==> src/rtl/gpio_port_if.sv <==
// gpio_port_if: CPU data-bus view of the gpio_port register file.
// The CPU side drives address, strobes and write data; the port returns
// registered read data one cycle after a read strobe.
interface gpio_port_if #(
  parameter int DATA_WIDTH = 16
);
  logic [1:0]            addr;
  logic                  we;
  logic                  re;
  logic [DATA_WIDTH-1:0] wdata;
  logic [DATA_WIDTH-1:0] rdata;

  modport master (
    output addr,
    output we,
    output re,
    output wdata,
    input  rdata
  );

  modport slave (
    input  addr,
    input  we,
    input  re,
    input  wdata,
    output rdata
  );
endinterface

==> src/rtl/gpio_port.sv <==
// gpio_port: parametrised memory-mapped switch/LED port.
// Raw switches are synchronised, then debounced per bit. Any change of the
// debounced value latches a per-bit EDGE flag (write-1-to-clear). The
// interrupt is the registered OR of pending, enabled EDGE flags.
// Register map: 0 SW (ro), 1 LED (rw), 2 EDGE (w1c), 3 MASK (rw).
// Bits above the implemented width read as 0 and ignore writes.
module gpio_port #(
  parameter int DATA_WIDTH      = 16,
  parameter int SW_WIDTH        = 16,
  parameter int LED_WIDTH       = 16,
  parameter int SYNC_STAGES     = 2,
  parameter int DEBOUNCE_CYCLES = 4
) (
  input  logic                 clk,
  input  logic                 reset,
  gpio_port_if.slave           bus,
  input  logic [SW_WIDTH-1:0]  switches,
  output logic [LED_WIDTH-1:0] leds,
  output logic                 irq
);

  localparam int CNT_WIDTH = $clog2(DEBOUNCE_CYCLES + 1);
  // Counter value on the edge that completes a stable run; the new
  // value is accepted on that same edge instead of counting further.
  localparam logic [CNT_WIDTH-1:0] CNT_LAST = CNT_WIDTH'(DEBOUNCE_CYCLES - 1);
  localparam logic [CNT_WIDTH-1:0] CNT_ONE  = CNT_WIDTH'(1);

  localparam logic [1:0] ADDR_SW   = 2'd0;
  localparam logic [1:0] ADDR_LED  = 2'd1;
  localparam logic [1:0] ADDR_EDGE = 2'd2;
  localparam logic [1:0] ADDR_MASK = 2'd3;

  // ---------------------------------------------------------------------
  // State
  // ---------------------------------------------------------------------
  logic [SW_WIDTH-1:0]   sync_r [SYNC_STAGES];
  logic [CNT_WIDTH-1:0]  cnt_r  [SW_WIDTH];
  logic [SW_WIDTH-1:0]   sw_db_r;
  logic [SW_WIDTH-1:0]   edge_r;
  logic [SW_WIDTH-1:0]   mask_r;
  logic [LED_WIDTH-1:0]  leds_r;
  logic [DATA_WIDTH-1:0] rdata_r;
  logic                  irq_r;

  // ---------------------------------------------------------------------
  // Combinational helpers
  // ---------------------------------------------------------------------
  logic [SW_WIDTH-1:0]   sw_s;
  logic [SW_WIDTH-1:0]   db_accept_s;
  logic                  wr_led_s;
  logic                  wr_edge_s;
  logic                  wr_mask_s;
  logic [SW_WIDTH-1:0]   edge_clr_s;
  logic [DATA_WIDTH-1:0] rd_sel_s;

  assign sw_s = sync_r[SYNC_STAGES-1];

  // Shift raw switches through the synchroniser chain.
  always_ff @(posedge clk or negedge reset) begin
    if (!reset) begin
      for (int i = 0; i < SYNC_STAGES; i++) begin
        sync_r[i] <= '0;
      end
    end else begin
      sync_r[0] <= switches;
      for (int i = 1; i < SYNC_STAGES; i++) begin
        sync_r[i] <= sync_r[i-1];
      end
    end
  end

  // Flag the bits whose disagreeing sample completes a full stable run.
  always_comb begin
    db_accept_s = '0;
    for (int i = 0; i < SW_WIDTH; i++) begin
      if ((sw_s[i] != sw_db_r[i]) && (cnt_r[i] == CNT_LAST)) begin
        db_accept_s[i] = 1'b1;
      end else begin
        db_accept_s[i] = 1'b0;
      end
    end
  end

  // Per-bit debounce counters: count disagreeing samples, clear on agreement or acceptance.
  always_ff @(posedge clk or negedge reset) begin
    if (!reset) begin
      for (int i = 0; i < SW_WIDTH; i++) begin
        cnt_r[i] <= '0;
      end
    end else begin
      for (int i = 0; i < SW_WIDTH; i++) begin
        if ((sw_s[i] == sw_db_r[i]) || db_accept_s[i]) begin
          cnt_r[i] <= '0;
        end else begin
          cnt_r[i] <= cnt_r[i] + CNT_ONE;
        end
      end
    end
  end

  // Debounced switch value: an accepted bit always flips, since it differed.
  always_ff @(posedge clk or negedge reset) begin
    if (!reset) begin
      sw_db_r <= '0;
    end else begin
      sw_db_r <= sw_db_r ^ db_accept_s;
    end
  end

  // Decode bus writes into per-register strobes and the EDGE clear vector.
  always_comb begin
    wr_led_s   = 1'b0;
    wr_edge_s  = 1'b0;
    wr_mask_s  = 1'b0;
    edge_clr_s = '0;
    if (bus.we) begin
      case (bus.addr)
        ADDR_SW: begin
          wr_led_s  = 1'b0;
        end
        ADDR_LED: begin
          wr_led_s  = 1'b1;
        end
        ADDR_EDGE: begin
          wr_edge_s = 1'b1;
        end
        ADDR_MASK: begin
          wr_mask_s = 1'b1;
        end
        default: begin
          wr_led_s  = 1'b0;
        end
      endcase
    end else begin
      wr_led_s = 1'b0;
    end
    if (wr_edge_s) begin
      edge_clr_s = bus.wdata[SW_WIDTH-1:0];
    end else begin
      edge_clr_s = '0;
    end
  end

  // LED register, written from the low LED_WIDTH bits of the bus.
  always_ff @(posedge clk or negedge reset) begin
    if (!reset) begin
      leds_r <= '0;
    end else if (wr_led_s) begin
      leds_r <= bus.wdata[LED_WIDTH-1:0];
    end
  end

  // EDGE flags: write-1-to-clear, but a same-cycle set takes priority.
  always_ff @(posedge clk or negedge reset) begin
    if (!reset) begin
      edge_r <= '0;
    end else begin
      edge_r <= (edge_r & ~edge_clr_s) | db_accept_s;
    end
  end

  // Interrupt enable mask.
  always_ff @(posedge clk or negedge reset) begin
    if (!reset) begin
      mask_r <= '0;
    end else if (wr_mask_s) begin
      mask_r <= bus.wdata[SW_WIDTH-1:0];
    end
  end

  // Interrupt request from currently pending and enabled EDGE flags.
  always_ff @(posedge clk or negedge reset) begin
    if (!reset) begin
      irq_r <= 1'b0;
    end else begin
      irq_r <= |(edge_r & mask_r);
    end
  end

  // Read mux over the pre-write register contents, zero-extended to the bus.
  always_comb begin
    rd_sel_s = '0;
    case (bus.addr)
      ADDR_SW: begin
        rd_sel_s[SW_WIDTH-1:0] = sw_db_r;
      end
      ADDR_LED: begin
        rd_sel_s[LED_WIDTH-1:0] = leds_r;
      end
      ADDR_EDGE: begin
        rd_sel_s[SW_WIDTH-1:0] = edge_r;
      end
      ADDR_MASK: begin
        rd_sel_s[SW_WIDTH-1:0] = mask_r;
      end
      default: begin
        rd_sel_s = '0;
      end
    endcase
  end

  // Read data register: loads on a read strobe, otherwise holds.
  always_ff @(posedge clk or negedge reset) begin
    if (!reset) begin
      rdata_r <= '0;
    end else if (bus.re) begin
      rdata_r <= rd_sel_s;
    end
  end

  assign bus.rdata = rdata_r;
  assign leds      = leds_r;
  assign irq       = irq_r;

endmodule
==> src/flat_wrapper.sv <==
// flat-port wrapper written by rule: the top's interface ports become plain ports
module gpio_port_flat 
#(
  parameter int DATA_WIDTH      = 16,
  parameter int SW_WIDTH        = 16,
  parameter int LED_WIDTH       = 16,
  parameter int SYNC_STAGES     = 2,
  parameter int DEBOUNCE_CYCLES = 4
)
  (clk, reset, switches, leds, irq, bus_addr, bus_we, bus_re, bus_wdata, bus_rdata);
  gpio_port_if #(.DATA_WIDTH(DATA_WIDTH)) bus_i ();
  input  logic clk;
  input  logic reset;
  input  logic [SW_WIDTH-1:0] switches;
  output logic [LED_WIDTH-1:0] leds;
  output logic irq;
  input wire logic [$bits(bus_i.addr)-1:0] bus_addr;
  input wire logic [$bits(bus_i.we)-1:0] bus_we;
  input wire logic [$bits(bus_i.re)-1:0] bus_re;
  input wire logic [$bits(bus_i.wdata)-1:0] bus_wdata;
  output wire logic [$bits(bus_i.rdata)-1:0] bus_rdata;
  assign bus_i.addr = bus_addr;
  assign bus_i.we = bus_we;
  assign bus_i.re = bus_re;
  assign bus_i.wdata = bus_wdata;
  assign bus_rdata = bus_i.rdata;
  gpio_port #(.DATA_WIDTH(DATA_WIDTH), .SW_WIDTH(SW_WIDTH), .LED_WIDTH(LED_WIDTH), .SYNC_STAGES(SYNC_STAGES), .DEBOUNCE_CYCLES(DEBOUNCE_CYCLES)) u_core (.clk(clk), .reset(reset), .bus(bus_i), .switches(switches), .leds(leds), .irq(irq));
endmodule
==> config.mk <==
export PLATFORM = sky130hd
export DESIGN_NAME = gpio_port_flat
export DESIGN_NICKNAME = d
export VERILOG_FILES = /design/src/rtl/gpio_port_if.sv /design/src/rtl/gpio_port.sv /design/src/flat_wrapper.sv
export SDC_FILE = /design/constraint.sdc
export NUM_CORES = 1
export LEC_CHECK = 0
export BUFFER_PORTS_ARGS = -buffer_cell sky130_fd_sc_hd__buf_2
export CORE_MARGIN = 1.5
export CORE_UTILIZATION = 58
export DETAILED_ROUTE_END_ITERATION = 12
export PLACE_DENSITY = 0.81
export SLEW_MARGIN = 20
export SYNTH_ARGS = -nofsm -noshare
export SYNTH_HDL_FRONTEND = slang
export SYNTH_SLANG_ARGS = --single-unit
==> constraint.sdc <==
create_clock -name clk -period 1.65 [get_ports clk]
set_input_delay 0.0825 -clock clk [delete_from_list [all_inputs] [get_ports clk]]
set_output_delay 0.0825 -clock clk [all_outputs]
set_load 0.02 [all_outputs]
* Word-level counts from Yosys, hierarchy flattened
Index checks and enable logic that the tools add are counted.
** Word-level totals
- Flip-flop bits (word level) :: 161
- Input bits :: 38
** Cells by class
- Add/subtract/negate cells :: 16
- Equality and inequality tests :: 51
- Multiplexer cells :: 40
- Bitwise operators :: 5
- Reduce and logical (&&, ||, !) cells :: 34
** Operators with widths (number)
- $pmux W16 S4 :: 1
- $add A3 B1 Y3 const B :: 16
- $eq A3 B2 Y1 const B :: 16
- $mux W3 :: 16
- $and A16 B16 Y16 :: 2
- $mux W1 :: 22
- $eq A1 B1 Y1 :: 16
- $logic_and A1 B1 Y1 :: 16
- $logic_or A1 B1 Y1 :: 16
- $mux W16 :: 1
- $ne A1 B1 Y1 :: 16
- $not A16 Y16 :: 1
- $or A16 B16 Y16 :: 1
- $reduce_or A16 Y1 :: 1
- $xor A16 B16 Y16 :: 1
- $eq A2 B2 Y1 const B :: 2
- $eq A2 B1 Y1 const B :: 1
- $logic_not A2 Y1 :: 1

* Logic depth before layout (Yosys ltp)
- Depth in word-level cells :: 7
- Depth in mapped cells :: 6
- Mapped depth without buffers :: 4

* Worst setup path after synthesis
OpenSTA, ideal clock, no wires.
- Kind :: register to register
- Start :: register u_core.cnt_r[0] in the netlist's numbering
- End :: register with a tool-made name
- Data arrival time :: 1017 ps
- Required time :: 1525 ps
- Slack :: 508 ps
- Stages on the path, launching flop included :: 4
- Period minus slack after synthesis :: 1142 ps
- Cells stage by stage :: dfrtp_1 ha_1 ha_1 mux2_2
** RTL lines
- start, declared :: line gpio_port.sv:37 : logic [CNT_WIDTH-1:0] cnt_r [SW_WIDTH];
- start signal, assigned by index :: line gpio_port.sv:95 : cnt_r[i] <= cnt_r[i] + CNT_ONE;

==> results.txt <==
Cell internal power dissipation: 9.21 mW
Relative max-transition margin: 63.2%
Count of pins on the block boundary: 71
Clock insertion delay at the later pin of the skew report: 420 ps
Horizontal die dimension: 110 um
Critical path launch point type: register
Category of the critical setup timing path: reg2reg
Combinational group share of total power: 24.3%
Number of violations reported at the end of detailed-routing iteration 0: 182
Die Span Y: 110 um
Worst EP arrival: 1530 ps
Clock Tree Root: sky130_fd_sc_hd__clkbuf_16
Antenna violations before repair: 0
Routed wire length: 12.7 mm
Mean routed wirelength per cell: 16.7 um
CTS tree: done
Unrepaired setup endpoints after global routing: false
Core area: 0.0110 sq mm
Setup violators final: 0
FP Rows: 38
Required arrival time at the worst endpoint: 1960 ps
Final worst hold slack: 167 ps
Register share of total power: 44.5%
Cts hold-fix bufs: 33
Share of total power consumed by net switching: 30.3%
Power dissipated by switching net loads: 4.00 mW
Port bufs: 70
Worst supply voltage drop on vdd: 1240 uV
Power density over the cells: 1630 mW/mm^2
Final design utilization: 73.6%
Post-layout minimum cycle time: 1220 ps
Post-Synthesis Mean Instance Area: 13.4 sq um
Full die area: 0.0120 sq mm
Total of warnings raised by yosys: 0
Fin Setup TNS: 0 ps
Vias in the first global route: 4,234
Unique masters post-synth: 24
Timing-limited maximum frequency: 818 MHz
Final HPWL DP: 8.58 mm
Post-route DRC: 0
Vias per Instance: 5.24
Measured slew at the worst slew-check pin: 550 ps
Ant. Diodes: 0
Seq/Total Area, Yosys: 61.1%
Max Transition Viols Final: 0
Most common cell after layout, fill and taps aside: sky130_fd_sc_hd__dfrtp_1
Flop-to-flop setup slack: 430 ps
CTS max path bufs: 2
GRT Residual Overflow: 0
Worst-path clk slew: 60 ps
# nets final: 678
Layout-stage area growth over the synthesis result: 22.7%
Maximum number of pins on one net before global-route repair: 55
Commonest cells after routing, fill and taps aside: sky130_fd_sc_hd__dfrtp_1 (161), sky130_fd_sc_hd__buf_2 (69), sky130_fd_sc_hd__mux2_2 (54), sky130_fd_sc_hd__inv_1 (48), sky130_fd_sc_hd__nor2_1 (48)
Final worst setup slack: 428 ps
Number of buffers inserted during clock tree synthesis: 17
GP Congestion: 0.764
Mapped cell area: 0.00659 sq mm
Initial core utilization: 60.0%
Number of cells produced by synthesis: 492
Outcome: complete, no violations
Total count of hold-check failures in the final report: 0
Synthesized netlist net count: 562
Number of antenna-violating nets in the routed design: 0
Clock power share: 31.2%
Sinks on Clock Net: 161
Cts repair resizes: 0
Setup Slack @ Placement: 372 ps
Seq cells post-synth: 161
Wire length of the first global-routing pass: 20.8 mm
Final worst clock skew: 6.10 ps
Total via count in the routed design: 3,991
Critical path endpoint category: register
Final critical-path share of the clock period: 74.1%
Total Power Consumption: 13.2 mW
Proportion of layout cells with a drive suffix above 1: 29.6%
Combined global-route utilization of all metal layers: 23.8%
Number of iterations in the first detailed-routing pass: 4
CTS H-Tree Depth: 4
Class of the worst hold path: in2reg
Postcts setup bufs: 0
Leakage: 3.98 nW
Largest fanout on the critical path: 3
Maxcap violations: 0
[sequential cells by signal, indices dropped and copies added, names as in the netlist, named ones only]
name,cells
u_core.bus.rdata,16
u_core.cnt_r,48
u_core.sync_r,16
u_core.mask_r,16
u_core.leds,16
u_core.edge_r,16
u_core.sw_s,16
u_core.irq,1
[critical path: stages, from the launching register on]
cell	delay, ps
sky130_fd_sc_hd__dfrtp_1	380
sky130_fd_sc_hd__ha_1	210
sky130_fd_sc_hd__ha_1	230
sky130_fd_sc_hd__mux2_2	280
[cells in the mapped netlist (all sizes together)]
library cell	n	area (sq um)
a221oi	4	35.0
a22o	20	186
and3b	1	8.76
buf	11	90.1
clkbuf	2	8.75
dfrtp	161	4030
ha	32	400
inv	48	180
mux2	64	758
mux2i	16	160
nand2	33	124
nand2b	16	100
nand3	1	17.5
nand3b	1	20.0
nand4	1	6.26
nor2	48	180
nor2b	1	6.26
o221ai	16	140
xor2	16	140
[per-stage QoR]
stage          std cells  cell area, sq um
3_5_place_dp         696              7130
3_3_place_gp         696              7130
4_1_cts              761              8090
6_report             761              8090
5_1_grt              761              8090
2_1_floorplan        492              6590
[layout make-up]
cell class              count  area (sq um)
clock buffers              18           439
clock inverters            14           189
fillers                   698          2900
inverters                  48           180
multi-input cells         270          2280
flip-flops and latches    161          4030
well taps                 140           175
repair buffers            110           790
[worst paths after layout]
check                                   from             endpoint  cells after the start
max                         u_core.cnt_r[27]             register                      3
min                                   bus_re  u_core.bus.rdata[4]                      3
max reg2reg                 u_core.cnt_r[27]             register                      3
min reg2reg                u_core.sync_r[19]       u_core.sw_s[3]                      0
max in group asynchronous              reset      u_core.cnt_r[8]                      3
min in group asynchronous              reset     u_core.cnt_r[37]                      2
[layer usage]
| layer | up-vias | track usage [%] | part of all wire (%) |
|---|---|---|---|
| met5 | - | 0 | 0 |
| met2 | 79 | 39.4 | 50 |
| li1 | 1899 | - | - |
| met1 | 1990 | 29.6 | 44 |
| met4 | 0 | 8.91 | 2.1 |
| met3 | 23 | 6.94 | 3.8 |
[power by group through the flow]
stage / sequential (mW) / clock [mW] / combinational, mW
2_1_floorplan: 5.90 / 0 / 2.11
3_3_place_gp: 5.86 / 0 / 2.97
3_5_place_dp: 5.93 / 0 / 3.15
4_1_cts: 5.88 / 4.18 / 3.25
5_1_grt: 6.01 / 4.35 / 3.61
6_report: 5.88 / 4.12 / 3.20
[cell families (layout without fill, tap and decap cells)]
| family | Yosys count | in the layout | synth area share [%] |
|---|---|---|---|
| multiplexers | 80 | 80 | 13.9 |
| XOR/XNOR | 16 | 16 | 2.13 |
| flip-flops | 161 | 161 | 61.1 |
| AO/OA/AOI/OAI | 40 | 40 | 5.49 |
| adder cells (fa/ha/maj) | 32 | 32 | 6.07 |
| buffers and inverters | 61 | 190 | 4.23 |
| AND/OR/NAND/NOR | 102 | 102 | 7.02 |
(Power assumes the default switching activity.)
